$ cat src/rtl/debug_pkg.sv
// Shared encodings for the debug/fetch sequencing path: states, command bytes, halt word.
package debug_pkg;

  typedef enum logic [2:0] {
    ST_IDLE   = 3'd0,
    ST_LOAD   = 3'd1,
    ST_PRERUN = 3'd2,
    ST_RUN    = 3'd3,
    ST_STEP   = 3'd4,
    ST_HALTED = 3'd5
  } state_t;

  localparam logic [7:0] CMD_LOAD = 8'h4C;
  localparam logic [7:0] CMD_CONT = 8'h43;
  localparam logic [7:0] CMD_STEP = 8'h53;
  localparam logic [7:0] CMD_NEXT = 8'h4E;
  localparam logic [7:0] CMD_EXIT = 8'h45;

  localparam logic [31:0] HALT_WORD = 32'hFC00_0000;

endpackage

$ cat src/rtl/byte_word_assembler.sv
// Packs a byte stream MSB-first into words; word_valid pulses the cycle after the last byte.
module byte_word_assembler #(
  parameter int NB_DATA = 32,
  parameter int NB_BYTE = 8
) (
  input  logic               i_clk,
  input  logic               i_reset,
  input  logic               i_clear,
  input  logic               i_byte_valid,
  input  logic [NB_BYTE-1:0] i_byte,
  output logic [NB_DATA-1:0] o_word,
  output logic               o_word_valid
);

  localparam int N_BYTES = NB_DATA / NB_BYTE;
  localparam int NB_IDX  = (N_BYTES > 1) ? $clog2(N_BYTES) : 1;
  localparam logic [NB_IDX-1:0] LAST_IDX = NB_IDX'(N_BYTES - 1);

  logic [NB_IDX-1:0] idx_q;

  always_ff @(posedge i_clk or negedge i_reset) begin
    if (!i_reset) begin
      o_word       <= '0;
      idx_q        <= '0;
      o_word_valid <= 1'b0;
    end else begin
      o_word_valid <= 1'b0;
      if (i_clear) begin
        o_word <= '0;
        idx_q  <= '0;
      end else if (i_byte_valid) begin
        o_word <= {o_word[NB_DATA-NB_BYTE-1:0], i_byte};
        if (idx_q == LAST_IDX) begin
          idx_q        <= '0;
          o_word_valid <= 1'b1;
        end else begin
          idx_q <= idx_q + 1'b1;
        end
      end
    end
  end

endmodule

$ cat src/rtl/fetch_run_controller.sv
// Debug-flow sequencer: loads instruction memory from the RX byte stream, then runs
// the fetch pipeline continuously or one step at a time until HALT.
module fetch_run_controller
  import debug_pkg::*;
#(
  parameter int NB_DATA        = 32,
  parameter int N_MEM_ADDRESS  = 128,
  parameter int NB_MEM_ADDRESS = $clog2(N_MEM_ADDRESS) + 2,
  parameter int NB_COUNT       = 32,
  parameter logic [NB_DATA-1:0] HALT_CODE = NB_DATA'(HALT_WORD)
) (
  input  logic                      i_clk,
  input  logic                      i_reset,
  input  logic [7:0]                i_rx_data,
  input  logic                      i_rx_valid,
  input  logic                      i_halt,
  output logic                      o_mem_w_en,
  output logic [NB_MEM_ADDRESS-1:0] o_mem_w_addr,
  output logic [NB_DATA-1:0]        o_mem_w_data,
  output logic                      o_pipe_en,
  output logic                      o_pipe_reset,
  output logic [NB_COUNT-1:0]       o_cycle_count,
  output logic [2:0]                o_state,
  output logic                      o_done,
  output logic                      o_load_err
);

  localparam logic [NB_MEM_ADDRESS-1:0] ADDR_LAST = NB_MEM_ADDRESS'((N_MEM_ADDRESS - 1) * 4);
  localparam logic [NB_MEM_ADDRESS-1:0] ADDR_STEP = NB_MEM_ADDRESS'(4);

  state_t state_q, state_d, target_q, target_d;
  logic [NB_MEM_ADDRESS-1:0] addr_q;
  logic [NB_COUNT-1:0]       count_q;
  logic load_err_q, step_q, done_q;
  logic clear_load, set_err, addr_inc, step_d;
  logic word_valid;
  logic [NB_DATA-1:0] word;

  byte_word_assembler #(.NB_DATA(NB_DATA), .NB_BYTE(8)) u_asm (
    .i_clk        (i_clk),
    .i_reset      (i_reset),
    .i_clear      (clear_load),
    .i_byte_valid (i_rx_valid && (state_q == ST_LOAD)),
    .i_byte       (i_rx_data),
    .o_word       (word),
    .o_word_valid (word_valid)
  );

  always_comb begin
    state_d    = state_q;
    target_d   = target_q;
    clear_load = 1'b0;
    set_err    = 1'b0;
    addr_inc   = 1'b0;
    case (state_q)
      ST_IDLE: begin
        if (i_rx_valid) begin
          case (i_rx_data)
            CMD_LOAD: begin state_d = ST_LOAD; clear_load = 1'b1; end
            CMD_CONT: begin state_d = ST_PRERUN; target_d = ST_RUN; end
            CMD_STEP: begin state_d = ST_PRERUN; target_d = ST_STEP; end
            default: ;
          endcase
        end
      end
      ST_LOAD: begin
        if (word_valid) begin
          if (word == HALT_CODE) begin
            state_d = ST_IDLE;
          end else if (addr_q == ADDR_LAST) begin
            set_err = 1'b1;
            state_d = ST_IDLE;
          end else begin
            addr_inc = 1'b1;
          end
        end
      end
      ST_PRERUN: state_d = target_q;
      ST_RUN, ST_STEP: begin
        // halt from the pipeline outranks any command byte in the same cycle
        if (i_halt) state_d = ST_HALTED;
        else if (i_rx_valid && (i_rx_data == CMD_EXIT)) state_d = ST_IDLE;
      end
      ST_HALTED: begin
        if (i_rx_valid) begin
          case (i_rx_data)
            CMD_EXIT: state_d = ST_IDLE;
            CMD_CONT: begin state_d = ST_PRERUN; target_d = ST_RUN; end
            CMD_STEP: begin state_d = ST_PRERUN; target_d = ST_STEP; end
            default: ;
          endcase
        end
      end
      default: state_d = ST_IDLE;
    endcase
  end

  assign step_d = (state_q == ST_STEP) && (state_d == ST_STEP) &&
                  i_rx_valid && (i_rx_data == CMD_NEXT);

  always_ff @(posedge i_clk or negedge i_reset) begin
    if (!i_reset) begin
      state_q    <= ST_IDLE;
      target_q   <= ST_IDLE;
      addr_q     <= '0;
      count_q    <= '0;
      load_err_q <= 1'b0;
      step_q     <= 1'b0;
      done_q     <= 1'b0;
    end else begin
      state_q  <= state_d;
      target_q <= target_d;
      step_q   <= step_d;
      done_q   <= (state_d == ST_HALTED) && (state_q != ST_HALTED);
      if (clear_load) begin
        addr_q     <= '0;
        load_err_q <= 1'b0;
      end else begin
        if (addr_inc) addr_q <= addr_q + ADDR_STEP;
        if (set_err)  load_err_q <= 1'b1;
      end
      if (state_q == ST_PRERUN) count_q <= '0;
      else if (o_pipe_en && (count_q != '1)) count_q <= count_q + 1'b1;
    end
  end

  assign o_mem_w_en    = (state_q == ST_LOAD) && word_valid;
  assign o_mem_w_addr  = addr_q;
  assign o_mem_w_data  = word;
  assign o_pipe_en     = (state_q == ST_RUN) || ((state_q == ST_STEP) && step_q);
  assign o_pipe_reset  = (state_q == ST_PRERUN);
  assign o_cycle_count = count_q;
  assign o_state       = state_q;
  assign o_done        = done_q;
  assign o_load_err    = load_err_q;

endmodule

$ cat config.mk
export PLATFORM = sky130hd
export DESIGN_NAME = fetch_run_controller
export DESIGN_NICKNAME = d
export VERILOG_FILES = /design/src/rtl/debug_pkg.sv /design/src/rtl/byte_word_assembler.sv /design/src/rtl/fetch_run_controller.sv
export SDC_FILE = /design/constraint.sdc
export NUM_CORES = 1
export LEC_CHECK = 0
export BUFFER_PORTS_ARGS = -buffer_cell sky130_fd_sc_hd__buf_2
export CAP_MARGIN = 20
export CORE_UTILIZATION = 55
export CTS_CLUSTER_SIZE = 12
export DETAILED_ROUTE_END_ITERATION = 10
export PLACE_DENSITY = 0.81
export SYNTH_ARGS = -nofsm -noshare
export SYNTH_HDL_FRONTEND = slang
export SYNTH_SLANG_ARGS = --single-unit
$ cat constraint.sdc
create_clock -name i_clk -period 2.28 [get_ports i_clk]
set_input_delay 0.228 -clock i_clk [delete_from_list [all_inputs] [get_ports i_clk]]
set_output_delay 0.228 -clock i_clk [all_outputs]
set_load 0.005 [all_outputs]
# Yosys cells after proc, flatten, opt, wreduce, memory -nomap -nowiden

Index checks and enable logic that the tools add are counted.

Word-level logic and storage cells: 86
Input port bits: 12
Output and inout bits: 81
Bits in registers: 85

Add/subtract/negate cells: 3
Reduce and logical (&&, ||, !) cells: 20
Mux-type cells: 36
Equal/unequal tests: 17

Operators by type and width:

| cell                                                                   | number |
|---|---|
| 32-bit 2-to-1 mux                                                      | 4 |
| 8-bit by 7-bit equality test with 1-bit output (second input constant) | 5 |
| 32-bit by 1-bit adder with 32-bit output (second input constant)       | 1 |
| 32-bit equality test (second input constant)                           | 1 |
| 32-bit != test (second input constant)                                 | 1 |
| 3-bit 2-to-1 mux                                                       | 7 |
| 9-bit 2-to-1 mux                                                       | 2 |
| 3-bit case mux with 2 select lines                                     | 3 |
| 1-bit 2-to-1 mux                                                       | 16 |
| 3-bit case mux with 5 select lines                                     | 1 |
| 3-bit equality test (second input constant)                            | 4 |
| 2-bit nonzero test                                                     | 5 |
| 9-bit by 3-bit adder with 9-bit output (second input constant)         | 1 |
| 9-bit equality test (second input constant)                            | 1 |
| 1-bit logical AND                                                      | 9 |
| 3-bit by 2-bit equality test with 1-bit output (second input constant) | 2 |
| 2-bit 2-to-1 mux                                                       | 3 |
| 2-bit OR reduction                                                     | 3 |
| 3-bit by 1-bit equality test with 1-bit output (second input constant) | 1 |
| 3-bit logical NOT                                                      | 1 |
| 3-bit != test (second input constant)                                  | 1 |
| 3-bit AND reduction                                                    | 1 |
| 2-bit by 1-bit adder with 2-bit output (second input constant)         | 1 |
| 2-bit equality test (second input constant)                            | 1 |
| 1-bit logical OR                                                       | 1 |

# Depth between registers and ports, before layout

Depth in word-level cells: 9
Gate-level depth with buffers: 8
Mapped depth without buffers: 8

# Hierarchy

From an unflattened synthesis, not the netlist that was laid out.

Cells, all modules: 417
Area total of the unflattened synthesis: 4,254.1 µm²

Modules (own cells, without submodules):

| module               | area an instance (µm²) | times used | cells each |
|---|---|---|---|
| fetch_run_controller | 2,837.7                | 1          | 302 |
| byte_word_assembler  | 1,416.4                | 1          | 115 |

# Worst setup path after synthesis

No wires, ideal clock.

Path kind: register to register
Start point: register count_q[0] (netlist: o_cycle_count[0])
End point: register count_q[29] (netlist: o_cycle_count[29])
Period minus slack after synthesis: 2,122 ps
Arrival time: 2,045 ps
Path buffers: 0
Cell stages (with the launch flop): 7
Setup time: 77 ps
Data required time: 2,203 ps
Setup slack: 158 ps
Cells stage by stage: dfrtp_1 -> ha_1 -> and3_2 -> and2_0 -> a211o_4 -> or4_1 -> a21oi_1

Cells in the longest elaborated chain, start to end: 3
Elaborated cells on any way between the ends: 6
Those cells by class: add/sub: 1; eq/ne: 1; mux: 2; reduce/logical: 2

Ends and longest elaborated chain:

| what                                                                              | RTL line                    | RTL |
|---|---|---|
| from (decl)                                                                       | fetch_run_controller.sv:33  | `logic [NB_COUNT-1:0] count_q;` |
| from (signal assigned)                                                            | fetch_run_controller.sv:123 | `else if (o_pipe_en && (count_q != '1)) count_q <= count_q + 1'b1;` |
| 32-bit by 1-bit adder with 32-bit output / 32-bit != test (equally long branches) | fetch_run_controller.sv:123 |  |
| 32-bit 2-to-1 mux / 1-bit logical AND (equally long branches)                     | fetch_run_controller.sv:123 |  |
| 32-bit 2-to-1 mux / 2-bit nonzero test (equally long branches)                    | --                          |  |

Several ways; a longest one is shown, not always the timed one. The select of a mux whose other input is x is not followed.
A chain may end at the register's enable or synchronous reset.

# Worst setup path after layout

Start point: register count_q[0] (netlist: o_cycle_count[0])
End point: register count_q[31] (netlist: o_cycle_count[31])

Same word-level chain as after synthesis.

==> metrics.txt <==
status completed; routed wire length per instance 15.85 µm; Final Max Tran Viols 0; crit-path cells ha_1 > and3_2 > and2_0 > a211o_4 > or4_4 > a21oi_2; DRT Pass-1 Iters 4; number of clock buffers inserted by TritonCTS 9; hold_sp i_rx_data[0]; critical path arrival 2.48 ns; Seq/Total Area, Yosys 48.04%; Worst path slowest cell or4_4; Yosys top cell area share 48.04%; Final Critical Period 2.204 ns; Post-synth ARST share 100.0%; critical path peak fanout 8; die area 8123 µm²; Placed Cells incl. Taps 638; worst hold path type primary input to register; GRT Total Usage 26.71%; Net count, final 567; area leader, netlist dfrtp_1; post-synthesis register bit count 82; layout overhead on the synthesized area 19.30%; Starting Density 57.96%; Setup CP Type register to register; Rows 31; fin cells 655; Slew @ Worst Pin 0.7028 ns; post-CTS setup buffers 0; Root Buffer clkbuf_8; crit start category register; final count of hold timing violations 0; Req. time, crit path 2.56 ns; Synth warnings 0; IO buf count 90; most frequent cells in the layout 89 x nand2_1, 89 x buf_2, 80 x dfrtp_1; vias 3,940; Power Dens Cells 901.2 nW/µm²; relative max-transition margin 53.14%; period utilization 96.65%; CTS tree yes; Fmax 0.4538 GHz; initial antenna violation count 0; setup TNS 0 ns; Unique masters post-synth 63; Post-synth EDFFs 0; Post-Syn Area 4272 µm²; Layout Skew 0.006345 ns; crit path capture type register; Mean Syn Cell Area 9.206 µm²; H-tree Lvls 3; max_cap viols 0; worst setup path start o_cycle_count[0]; vias in the first global route 3,744; Clk pin slew, worst setup/hold paths 0.09 ns; routability-driven placement congestion ratio 0.8776; reg2reg start o_cycle_count[0]; Max IR drop VDD 599.1 µV; Leakage 2.401 nW; R2R Setup Slk 0.08 ns; hold_ws 0.1188 ns; DPL Wire Length 7.148 mm; Iter 0 DRT Violations 262; unrepaired setup endpoints after global routing false; final core occ 69.15%; first-pass GRT wire length 17.73 mm; Area contributors post-synth dfrtp_1 48%, nand2_1 7.9%, a21oi_1 6.4%; total gr overflow 0; worst setup margin 0.07641 ns; Cells after Synth 464; DRC errors left 0; IO Pins 93; post-route ant nets 0; vias per cell 6.015; CTS max path bufs 2; antenna cells 0; Post-synth top flop dfrtp_1; final count of negative-setup-slack endpoints 0; core area 7370 µm²; die width 90.13 µm; CTS Sinks 82; final WL 10.38 mm; DP Worst Slack 0.1252 ns; largest net degree at the start of global routing 56; Clock Latency Late Sink 0.35 ns; Chip Height 90.13 µm; fraction of layout cells with a size suffix above 1 25.00%; slowest stage delay, CP 0.53 ns
==> cells by family (layout without fill, tap and decap cells) <==
group / after synthesis / count (layout) / share of synthesized area (%)
xor+xnor: 9 / 9 / 1.845
mux: 8 / 8 / 1.904
other cells: 1 / 2 / 0.08779
flops: 82 / 82 / 48.04
buf+inv: 36 / 127 / 4.101
fa+ha+maj: 4 / 4 / 1.172
compound gates: 111 / 111 / 16.23
simple gates: 213 / 213 / 26.63
==> metal layers <==
metal | wire, µm | track usage (%) | vias up | share of wire (%)
li1 | - | - | 1857 | -
met1 | 4518 | 34.66 | 1939 | 44
met2 | 5175 | 44.85 | 125 | 50
met3 | 464 | 3.976 | 19 | 4.5
met4 | 225 | 11.02 | 0 | 2.2
met5 | 0 | 0 | - | 0
==> critical path: cells and delay by family (launching register included) <==
family,cells,cell delay [ns]
adder cells (fa/ha/maj),1,0.22
AND/OR/NAND/NOR,3,0.97
AO/OA/AOI/OAI,2,0.53
flip-flops,1,0.42
==> cells in the mapped netlist, drive strengths merged, types with 12 or more instances <==
master and instances:
dfrtp 82, nor4 12, and3 13, nor2 14, o31ai 13, nand2 90
buf 13, o21ai 16, nand3 13, a21oi 55, clkbuf 14, nand4 12
==> power by group <==
part,internal [mW],leakage (nW),switching (mW),total (mW)
Clock,0.732,0.113,0.542,1.27
Combinational,0.566,1.23,0.593,1.16
Sequential,1.80,1.06,0.359,2.16
==> state kept, by name, summed over array words and instances (netlist names) <==
name,flops
o_done,1
u_asm.o_word_valid,1
step_q,1
u_asm.o_word,32
o_state,3
target_q,2
o_mem_w_addr,7
u_asm.idx_q,2
o_load_err,1
o_cycle_count,32
==> repair_timing <==
action,CTS,global route
hold buffers,1,0
setup endpoints to repair,0,3
resized for setup,0,6
hold endpoints to repair,53,0
==> area by class of cell <==
cell class	instances	area, µm²
fill	598	2273
multi-input combinational	347	2059
inverter	9	33.78
clock buffer	10	127.6
tap	99	123.9
timing repair buffer	102	583.1
clock inverter	6	113.9
sequential	82	2054
==> path summary, 6_finish.rpt <==
path / cells after the start / end
setup / recovery: 6 / o_cycle_count[31]
hold / removal: 3 / u_asm.o_word[0]
setup reg to reg: 6 / o_cycle_count[31]
hold reg to reg: 1 / target_q[2]
max in group asynchronous: 3 / u_asm.o_word[11]
min in group asynchronous: 2 / o_cycle_count[9]
==> through the flow <==
stage | power, mW | instance area, µm²
global route | 4.893 | 5096
global placement | 3.289 | 4831
detailed placement | 3.348 | 4831
finish | 4.593 | 5096
CTS | 4.617 | 5082
floorplan | 2.774 | 4275
Power figures use the tool's default switching activity.
